==> config.mk <==
export PLATFORM = sky130hd
export DESIGN_NAME = rename_alloc_flat
export DESIGN_NICKNAME = d
export VERILOG_FILES = /design/src/rtl/rename_alloc_if.sv /design/src/rtl/rename_alloc.sv /design/src/flat_wrapper.sv
export SDC_FILE = /design/constraint.sdc
export NUM_CORES = 1
export LEC_CHECK = 0
export ABC_AREA = 1
export CAP_MARGIN = 20
export CORE_MARGIN = 4
export CORE_UTILIZATION = 55
export DETAILED_ROUTE_END_ITERATION = 7
export PLACE_DENSITY = 0.86
export REMOVE_ABC_BUFFERS = 1
export SYNTH_ARGS = -nofsm -noshare
export SYNTH_HDL_FRONTEND = slang
export SYNTH_SLANG_ARGS = --single-unit
==> constraint.sdc <==
create_clock -name clk -period 11.55 [get_ports clk]
set_input_delay 1.155 -clock clk [delete_from_list [all_inputs] [get_ports clk]]
set_output_delay 1.155 -clock clk [all_outputs]
set_load 0.02 [all_outputs]
==> src/rtl/rename_alloc_if.sv <==
// Rename allocator bus: RAT feedback, rename handshake, completion and commit-free ports.
// The master side is the surrounding pipeline and RAT; the slave side is the allocator.
interface rename_alloc_if #(
    parameter int NUM_LRS    = 10,
    parameter int ADDR_WIDTH = 5,
    parameter int LR_WIDTH   = 4
);
    logic [NUM_LRS*ADDR_WIDTH-1:0] assignments;
    logic [NUM_LRS-1:0]            done_flags;
    logic                          rename_valid;
    logic [LR_WIDTH-1:0]           rename_lr;
    logic                          rename_ready;
    logic [ADDR_WIDTH-1:0]         rename_tag;
    logic [ADDR_WIDTH-1:0]         rename_old_tag;
    logic                          complete_valid;
    logic [ADDR_WIDTH-1:0]         complete_tag;
    logic                          free_valid;
    logic [ADDR_WIDTH-1:0]         free_tag;
    logic [NUM_LRS*ADDR_WIDTH-1:0] assignments_in;
    logic [NUM_LRS-1:0]            done_flags_in;
    logic [ADDR_WIDTH-1:0]         free_count;
    logic                          err;

    modport master (
        output assignments, done_flags, rename_valid, rename_lr,
               complete_valid, complete_tag, free_valid, free_tag,
        input  rename_ready, rename_tag, rename_old_tag,
               assignments_in, done_flags_in, free_count, err
    );

    modport slave (
        input  assignments, done_flags, rename_valid, rename_lr,
               complete_valid, complete_tag, free_valid, free_tag,
        output rename_ready, rename_tag, rename_old_tag,
               assignments_in, done_flags_in, free_count, err
    );
endinterface

==> src/rtl/rename_alloc.sv <==
// Physical-tag free list and RAT next-state generator; RENAME_ALLOC_CHECK_EN adds double-free detection.
// Latency: all outputs combinational from inputs and free-list state; state moves on the firing clk edge.
// Backpressure: stall-only, rename_ready drops while the free list is empty.
module rename_alloc #(
    parameter int NUM_LRS    = 10,
    parameter int ADDR_WIDTH = 5,
    parameter int LR_WIDTH   = 4
) (
    input logic           clk,
    input logic           rst,
    rename_alloc_if.slave bus
);
    localparam int                    NUM_PRS  = 1 << ADDR_WIDTH;
    localparam logic [ADDR_WIDTH-1:0] FULL_CNT = ADDR_WIDTH'(NUM_PRS - 1);
    localparam logic [ADDR_WIDTH-1:0] ONE      = ADDR_WIDTH'(1);
    localparam logic [LR_WIDTH:0]     LR_LIMIT = (LR_WIDTH + 1)'(NUM_LRS);

    logic [ADDR_WIDTH-1:0] r_slot [NUM_PRS];
    logic [ADDR_WIDTH-1:0] r_rd_ptr;
    logic [ADDR_WIDTH-1:0] r_wr_ptr;
    logic [ADDR_WIDTH-1:0] r_count;

    logic                          w_ready;
    logic                          w_lr_ok;
    logic                          w_alloc;
    logic                          w_free_ok;
    logic [ADDR_WIDTH-1:0]         w_head;
    logic [ADDR_WIDTH-1:0]         w_old_tag;
    logic [NUM_LRS*ADDR_WIDTH-1:0] w_assign_nxt;
    logic [NUM_LRS-1:0]            w_done_nxt;

    assign w_ready = (r_count != '0);
    assign w_lr_ok = ({1'b0, bus.rename_lr} < LR_LIMIT);
    assign w_alloc = bus.rename_valid && w_ready && w_lr_ok;
    assign w_head  = r_slot[r_rd_ptr];

`ifdef RENAME_ALLOC_CHECK_EN
    logic [NUM_PRS-1:0] r_in_list;
    logic               r_err;

    assign w_free_ok = bus.free_valid && (bus.free_tag != '0) && (r_count != FULL_CNT)
                       && !r_in_list[bus.free_tag];

    // The head is always in the list and an accepted free is not, so the two bit updates never collide.
    always_ff @(posedge clk or posedge rst) begin
        if (rst) begin
            r_in_list <= {{(NUM_PRS-1){1'b1}}, 1'b0};
            r_err     <= 1'b0;
        end else begin
            if (w_alloc)
                r_in_list[w_head] <= 1'b0;
            if (w_free_ok)
                r_in_list[bus.free_tag] <= 1'b1;
            if (bus.free_valid && !w_free_ok)
                r_err <= 1'b1;
        end
    end

    assign bus.err = r_err;
`else
    assign w_free_ok = bus.free_valid && (bus.free_tag != '0) && (r_count != FULL_CNT);
    assign bus.err   = 1'b0;
`endif

    // Rename wins over completion on the same LR: the new mapping has not been produced yet.
    always_comb begin
        w_old_tag    = '0;
        w_assign_nxt = bus.assignments;
        w_done_nxt   = bus.done_flags;
        for (int i = 0; i < NUM_LRS; i++) begin
            if (bus.complete_valid && (bus.assignments[i*ADDR_WIDTH +: ADDR_WIDTH] == bus.complete_tag))
                w_done_nxt[i] = 1'b1;
            if (LR_WIDTH'(i) == bus.rename_lr) begin
                w_old_tag = bus.assignments[i*ADDR_WIDTH +: ADDR_WIDTH];
                if (w_alloc) begin
                    w_assign_nxt[i*ADDR_WIDTH +: ADDR_WIDTH] = w_head;
                    w_done_nxt[i]                            = 1'b0;
                end
            end
        end
    end

    always_ff @(posedge clk or posedge rst) begin
        if (rst) begin
            for (int k = 0; k < NUM_PRS; k++)
                r_slot[k] <= (k < NUM_PRS - 1) ? ADDR_WIDTH'(k + 1) : '0;
            r_rd_ptr <= '0;
            r_wr_ptr <= FULL_CNT;
            r_count  <= FULL_CNT;
        end else begin
            if (w_alloc)
                r_rd_ptr <= r_rd_ptr + ONE;
            if (w_free_ok) begin
                r_slot[r_wr_ptr] <= bus.free_tag;
                r_wr_ptr         <= r_wr_ptr + ONE;
            end
            case ({w_alloc, w_free_ok})
                2'b10:   r_count <= r_count - ONE;
                2'b01:   r_count <= r_count + ONE;
                default: r_count <= r_count;
            endcase
        end
    end

    assign bus.rename_ready   = w_ready;
    assign bus.rename_tag     = w_head;
    assign bus.rename_old_tag = w_old_tag;
    assign bus.assignments_in = w_assign_nxt;
    assign bus.done_flags_in  = w_done_nxt;
    assign bus.free_count     = r_count;
endmodule

==> src/flat_wrapper.sv <==
// flat-port wrapper written by rule: the top's interface ports become plain ports
module rename_alloc_flat 
#(
    parameter int NUM_LRS    = 10,
    parameter int ADDR_WIDTH = 5,
    parameter int LR_WIDTH   = 4
)
  (clk, rst, bus_assignments, bus_done_flags, bus_rename_valid, bus_rename_lr, bus_complete_valid, bus_complete_tag, bus_free_valid, bus_free_tag, bus_rename_ready, bus_rename_tag, bus_rename_old_tag, bus_assignments_in, bus_done_flags_in, bus_free_count, bus_err);
  rename_alloc_if #(.NUM_LRS(NUM_LRS), .ADDR_WIDTH(ADDR_WIDTH), .LR_WIDTH(LR_WIDTH)) bus_i ();
  input logic clk;
  input logic rst;
  input wire logic [$bits(bus_i.assignments)-1:0] bus_assignments;
  input wire logic [$bits(bus_i.done_flags)-1:0] bus_done_flags;
  input wire logic [$bits(bus_i.rename_valid)-1:0] bus_rename_valid;
  input wire logic [$bits(bus_i.rename_lr)-1:0] bus_rename_lr;
  input wire logic [$bits(bus_i.complete_valid)-1:0] bus_complete_valid;
  input wire logic [$bits(bus_i.complete_tag)-1:0] bus_complete_tag;
  input wire logic [$bits(bus_i.free_valid)-1:0] bus_free_valid;
  input wire logic [$bits(bus_i.free_tag)-1:0] bus_free_tag;
  output wire logic [$bits(bus_i.rename_ready)-1:0] bus_rename_ready;
  output wire logic [$bits(bus_i.rename_tag)-1:0] bus_rename_tag;
  output wire logic [$bits(bus_i.rename_old_tag)-1:0] bus_rename_old_tag;
  output wire logic [$bits(bus_i.assignments_in)-1:0] bus_assignments_in;
  output wire logic [$bits(bus_i.done_flags_in)-1:0] bus_done_flags_in;
  output wire logic [$bits(bus_i.free_count)-1:0] bus_free_count;
  output wire logic [$bits(bus_i.err)-1:0] bus_err;
  assign bus_i.assignments = bus_assignments;
  assign bus_i.done_flags = bus_done_flags;
  assign bus_i.rename_valid = bus_rename_valid;
  assign bus_i.rename_lr = bus_rename_lr;
  assign bus_i.complete_valid = bus_complete_valid;
  assign bus_i.complete_tag = bus_complete_tag;
  assign bus_i.free_valid = bus_free_valid;
  assign bus_i.free_tag = bus_free_tag;
  assign bus_rename_ready = bus_i.rename_ready;
  assign bus_rename_tag = bus_i.rename_tag;
  assign bus_rename_old_tag = bus_i.rename_old_tag;
  assign bus_assignments_in = bus_i.assignments_in;
  assign bus_done_flags_in = bus_i.done_flags_in;
  assign bus_free_count = bus_i.free_count;
  assign bus_err = bus_i.err;
  rename_alloc #(.NUM_LRS(NUM_LRS), .ADDR_WIDTH(ADDR_WIDTH), .LR_WIDTH(LR_WIDTH)) u_core (.clk(clk), .rst(rst), .bus(bus_i));
endmodule
==> flow_metrics.tcl <==
set metrics [dict create \
    wl_per_cell_microns 18.1 \
    powerDensity_nw_per_um2 232 \
    p_leak_nw 5.66 \
    gr-usage-all-layers 0.309 \
    synth-seq-cells 175 \
    crit_fanout 24 \
    synth_enable_flop_cells 0 \
    overflow 0 \
    slew_viol_final 0 \
    yosysTopAreaCellShare 0.225 \
    grt_pass1_wl_mm 53.3 \
    clk_latency_ns 0.44 \
    max_freq_ghz 0.192 \
    syn_to_final_growth_pct 19.7 \
    netlist_instances 1468 \
    grt_pass1_vias 9996 \
    min_path_cells 2 \
    ys.flop_type "dfstp_2" \
    combPwrFrac 0.420 \
    post_dp_cell_area_sq_um 12000 \
    ant_nets 0 \
    finalInstanceArea_sq_um 12600 \
    ys_async_sr_fraction 1.00 \
    cts.clk_slew.worst_paths_ns 0.07 \
    min_period_over_period 0.451 \
    drt-pass1-iter-count 6 \
    power.internal_mw 1.67 \
    n_fill_cell 1566 \
    netlist_area_sq_um 10500 \
    synth-seq-area-share 0.427 \
    drt_wl_total_mm 33.1 \
    yosys-top-cells-count "nand2_1, o21ai_0, nand3_1" \
    diodes 0 \
    p_switching_mw 1.25 \
    syn_avg_cell_area_sq_um 7.16 \
    skew_ns 0.00574 \
    r2r_cells 14 \
    cts_buffers 17 \
    cts_tree "yes" \
    cts_hold_buf 0 \
    synthTopCellsByArea "dfstp_2, nand2_1, dfrtp_1" \
    drt-vias-per-instance 5.72 \
    clkSinkCount 175 \
    clkPwrFrac 0.188 \
    yosysTopAreaCell "dfstp_2" \
    yosysWarnings 0 \
    grt_max_degree 96 \
    seqPwrFrac 0.392 \
    hp-class "reg2reg" \
    clockRootBuffer "clkbuf_16" \
    ir_worst_vdd_uv 201 \
    rows 50 \
    layout_min_cycle_time_ns 5.21 \
    worstSetupPathType "reg2out" \
    vias 10500 \
    hold_viol_final 0 \
    critPathLaunchType "register" \
    gp_congestion 0.926 \
    layout-drive-gt1-share 0.120 \
    maxCapViolCount 0 \
    setup-tns-final_ns 0 \
    rsz0062_at_grt "false" \
    drc 0 \
    die_x_microns 146 \
    h-tree-depth 4 \
    setup_viol 0 \
    fin_nets 1669 \
    io-pin-count 156 \
    required_ns 10.40 \
    end_kind "primary output" \
    core_area_sq_um 18800 \
    arrival_ns 4.06 \
    yosysMostFrequentCell "nand2_1" \
    postCtsSetupBuffers 0 \
    yosysUniqueCellTypes 38 \
    drt_iter0_drc 1018 \
    max_slew_margin 0.256 \
    hpwl_mm 22.1 \
    chipHeight_microns 146 \
    die_area_sq_um 21400 \
    tightestPinTransition_ns 1.12 \
    clockBufferDepth 2 \
    antenna_found_initial 0 \
    floorplan.initialDensity 0.560 \
    run_status "completed" \
    swShare 0.428 \
    cts.repair.resized 0 \
    port_buffers 154 \
]
cell type report:
class                   instances  area, sq um  share of cell area
clock inverters                13          114             0.00904
well taps                     234          293              0.0233
multi-input cells            1147         5340               0.424
inverters                      76          293              0.0233
repair buffers                163         1620               0.128
clock buffers                  19          443              0.0352
flip-flops and latches        175         4490               0.357
metal layers:
metal	routed length [microns]	track usage	vias up	part of all wire
met4	1060	0.106	0	0.032
met5	0	0	-	0
met3	2470	0.0630	75	0.075
li1	-	-	4989	-
met2	15600	0.500	449	0.47
met1	13900	0.417	4946	0.42
worst paths after layout:
| kind | startpoint | endpoint | slack, ns |
|---|---|---|---|
| max | u_core.r_rd_ptr[1]$_DFFE_PP0N_ | bus_assignments_in[18] | 6.34 |
| min | u_core.r_slot[60]$_DFFE_PP0P_ | u_core.r_slot[60]$_DFFE_PP0P_ | 0.49 |
| max reg2reg | u_core.bus.free_count[1]$_DFFE_PP1P_ | u_core.bus.free_count[3]$_DFFE_PP1P_ | 8.46 |
| min reg2reg | u_core.r_slot[60]$_DFFE_PP0P_ | u_core.r_slot[60]$_DFFE_PP0P_ | 0.49 |
| max in group asynchronous | rst | u_core.r_slot[10]$_DFFE_PP0P_ | 8.80 |
| min in group asynchronous | rst | u_core.r_slot[109]$_DFFE_PP0P_ | 1.28 |
power by group through the flow:
stage               Combinational [mW]  Clock [mW]  Sequential [mW]
floorplan                        0.734           0             1.13
global route                      1.35       0.582             1.17
global placement                  1.17           0             1.13
finish                            1.23       0.550             1.14
CTS                               1.21       0.554             1.14
detailed placement                1.20           0             1.14
per-stage QoR:
| stage | hold WS [ns] | power (mW) | std cells | worst slack (ns) | util |
|---|---|---|---|---|---|
| after floorplan | 0.453 | 1.86 | 1398 | 5.80 | - |
| after detailed placement | 0.473 | 2.34 | 1794 | 6.48 | 0.640 |
| after global placement | 0.465 | 2.30 | 1794 | 6.51 | 0.640 |
| after CTS | 0.489 | 2.91 | 1826 | 6.42 | 0.670 |
| after global routing | 0.495 | 3.11 | 1827 | 6.22 | 0.671 |
| final | 0.487 | 2.92 | 1827 | 6.34 | 0.671 |
critical path, stage by stage, from the launching register on:
cell	delay, ns
dfrtp_1	1.07
inv_2	0.48
nand3_1	0.26
nand3_1	0.12
nand3_1	0.14
nand3_1	0.16
nand2_1	0.52
nand2_1	0.10
nand2_1	0.14
clkdlybuf4s50_1	0.62
state kept, by name, summed over array words and instances, names as in the netlist:
name and cells:
u_core.r_wr_ptr 5, u_core.r_slot 160, u_core.bus.free_count 5, u_core.r_rd_ptr 5
cells by family (layout without fill, tap and decap cells):
logic type                 after synthesis  in the layout  synth area share
and+or+nand+nor                        864            864             0.351
AOI/OAI and AO/OA                      250            250             0.125
DFF                                    175            175             0.427
buffers and inverters                  146            271            0.0657
xor gates and xnor gates                22             22            0.0183
adders and majority gates               10             10            0.0126
other                                    1              1          0.000357
cell usage in the layout, fill, tap and decap left out, drive strengths merged, types with 2 or more instances in the layout:
cell,n
a211oi,4
a21oi,47
a22o,3
buf,9
clkbuf,19
clkdlybuf4s50,154
clkinv,12
clkinvlp,2
dfrtp,85
dfstp,90
ha,9
inv,74
nand2,614
nand3,151
nand4,14
nor2,82
nor3,2
o211ai,2
o21ai,175
o22ai,15
xnor2,9
xor2,13
(Power assumes the default switching activity.)
==> variant, RTL diff (same flow settings) <==
`ADDR_WIDTH` is set to 5 in 3 places; all go to 6.
--- a/src/rtl/rename_alloc_if.sv
+++ b/src/rtl/rename_alloc_if.sv
@@ -2,7 +2,7 @@
 // The master side is the surrounding pipeline and RAT; the slave side is the allocator.
 interface rename_alloc_if #(
     parameter int NUM_LRS    = 10,
-    parameter int ADDR_WIDTH = 5,
+    parameter int ADDR_WIDTH = 6,
     parameter int LR_WIDTH   = 4
 );
     logic [NUM_LRS*ADDR_WIDTH-1:0] assignments;
--- a/src/rtl/rename_alloc.sv
+++ b/src/rtl/rename_alloc.sv
@@ -3,7 +3,7 @@
 // Backpressure: stall-only, rename_ready drops while the free list is empty.
 module rename_alloc #(
     parameter int NUM_LRS    = 10,
-    parameter int ADDR_WIDTH = 5,
+    parameter int ADDR_WIDTH = 6,
     parameter int LR_WIDTH   = 4
 ) (
     input logic           clk,
--- a/src/flat_wrapper.sv
+++ b/src/flat_wrapper.sv
@@ -2,7 +2,7 @@
 module rename_alloc_flat 
 #(
     parameter int NUM_LRS    = 10,
-    parameter int ADDR_WIDTH = 5,
+    parameter int ADDR_WIDTH = 6,
     parameter int LR_WIDTH   = 4
 )
   (clk, rst, bus_assignments, bus_done_flags, bus_rename_valid, bus_rename_lr, bus_complete_valid, bus_complete_tag, bus_free_valid, bus_free_tag, bus_rename_ready, bus_rename_tag, bus_rename_old_tag, bus_assignments_in, bus_done_flags_in, bus_free_count, bus_err);
Interface: changed (7 resized); port bits go from 156 to 181. The function was not compared with the original's and may differ.
==> variant against the original RTL <==
Synthesized area increased by 110%. Final area grew 96%. Non-clock buffer count is 35 higher. Wire length rose by 110%. Total power rose by 110%. Worst setup slack got worse by 1400 ps. Clock power is 140% higher. Sequential cell count increased by 227. Fmax is 21% lower.
==> variant: results (changes against the original RTL) <==
[status]
outcome=finished, final reports clean

[synth]
ys.flop_type=dfstp_2
yosys-top-cells-area=dfstp_2 25%, dfrtp_1 23%, nand2_1 21%, o21ai_0 8.4%, nand3_1 5.2%
synth-seq-area-share_pct=47.8  ; +5.0 points
synthArstFlopShare_pct=100  ; unchanged
ys_types=38  ; unchanged
synth_xor_area_share_pct=1.46  ; -0.37 points
synth_compound_area_share_pct=12.2  ; -0.31 points
syn_inst=2996  ; +100%
synth_mux_area_share_pct=0  ; unchanged
synth_fa_ha_area_share_pct=0.498  ; -0.76 points
synth_common_cells=1224 x nand2_1, 362 x o21ai_0, 225 x inv_1
ys_warn_count=0  ; unchanged

[placed_design]
io_buffer_count=179  ; +16%
place_inst=3514  ; +96%
dp_hpwl_um=45700  ; +110%
place.gp.congestion=0.941  ; +1.6%

[worst_setup_path]
slowest_stage=dfrtp_4
cp_max_fo=80  ; +230%
worstRegToRegCells=16  ; +2
cpPeakStageDelay_ps=870  ; -200 ps
crit_arrival_ps=5420  ; +1360 ps

[clock_tree]
cts_buffer_depth=3  ; +1
cts_resized=0  ; unchanged
cts_setup_buffers=0  ; unchanged
cts_hold_buffers=0  ; unchanged
clk_latency_ps=540  ; +100 ps
numCtsBuffers=41  ; +24
root_buffer=clkbuf_16
clkSlewWorstSetupHoldPaths_ps=60
htreeDepth=2  ; -2

[hold_path]
worstHoldPathCells=2  ; unchanged
hold_path.class=register to register

[timing]
tightest_slew_ps=1160  ; +43.4 ps
skew_ps=14.8  ; +9.07 ps

[cells_and_area]
largest_reg_flops=384  ; +140%
instances_no_fill=3589  ; +96%
drive_gt1_share_pct=10.1  ; -1.9 points
regMostFlops=u_core.r_slot
n_fill_cell=3322  ; +110%
nets=3139  ; +88%

[global_routing]
grt_max_degree=200  ; +110%
grt_pass1_wl_um=108000  ; +100%
antenna_found_initial=0  ; unchanged
first_global_vias=19500  ; +96%
grtUsageTotal_pct=32.1  ; +1.2 points

[routing]
drtIter0Drc=2751  ; +170%
viasPerCell=5.76  ; +0.68%
first_pass_iters=6  ; unchanged
wl_um=70300  ; +110%

[pwr]
vdd_ir_drop_max_uv=146  ; -27%
static-leakage-power_nw=11.0  ; +94%

## variant: cell count changes after synthesis, moves of 49 or more
cell and delta:
o21ai_0 +189, dfrtp_1 +113, clkbuf_1 +85, inv_1 +165, nor2_1 +49, nand3_1 +103
dfstp_2 +114, nand2_1 +618
## variant: logic make-up after synthesis
logic type,after synthesis
other cells,1
buf+inv,429
flops,402
xor+xnor,36
compound gates,503
simple gates,1617
fa+ha+maj,8
## variant: final timing paths
kind / startpoint / endpoint / slack (ps)
max: u_core.r_rd_ptr[0] / bus_assignments_in[34] / 4970
min: u_core.r_slot[104] / u_core.r_slot[104] / 480
max reg2reg: u_core.bus.free_count[5] / u_core.bus.free_count[5] / 7960
min reg2reg: u_core.r_slot[104] / u_core.r_slot[104] / 480
max in group asynchronous: rst / u_core.r_slot[331] / 8740
min in group asynchronous: rst / u_core.r_slot[132] / 1190
## variant: per-layer routing
layer  GRT usage [%]  vias up  routed length [µm]
met4            12.5        0                2890
li1                -     9577                   -
met2            49.9     1133               32600
met3            5.77      214                6870
met1            45.0     9761               27900
met5               0        -                   0
## variant: final cells by class
class | instances | area [µm²] | area share [%]
antenna | 1 | 2.50 | 0.0102
clock buffer | 64 | 1230 | 5.00
clock inverter | 9 | 75.1 | 0.305
inverter | 232 | 881 | 3.57
multi-input combinational | 2165 | 9530 | 38.7
sequential | 402 | 10300 | 41.9
tap | 518 | 648 | 2.63
timing repair buffer | 198 | 1960 | 7.95
## variant: worst max-delay path, delay by kind of cell, from the launching register on
family / cells / cell delay [ps]
buf+inv: 3 / 2240
flops: 1 / 870
simple gates: 10 / 1620
## variant: power breakdown
part	leakage [nW]	total [W]	internal, W	switching [W]
combinational	5.58	0.00248	0.000788	0.00169
clock	0.642	0.00130	0.000754	0.000546
sequential	4.77	0.00243	0.00206	0.000376
## variant: per-stage QoR
| stage | setup slack, ps | cell area [µm²] | setup TNS [ps] |
|---|---|---|---|
| 6_report | 4970 | 24600 | 0 |
| 5_1_grt | 4810 | 24600 | 0 |
| 4_1_cts | 5160 | 24600 | 0 |
| 3_5_place_dp | 5760 | 23300 | 0 |
| 3_3_place_gp | 5800 | 23300 | 0 |
| 2_1_floorplan | -449 | 20700 | -88810 |
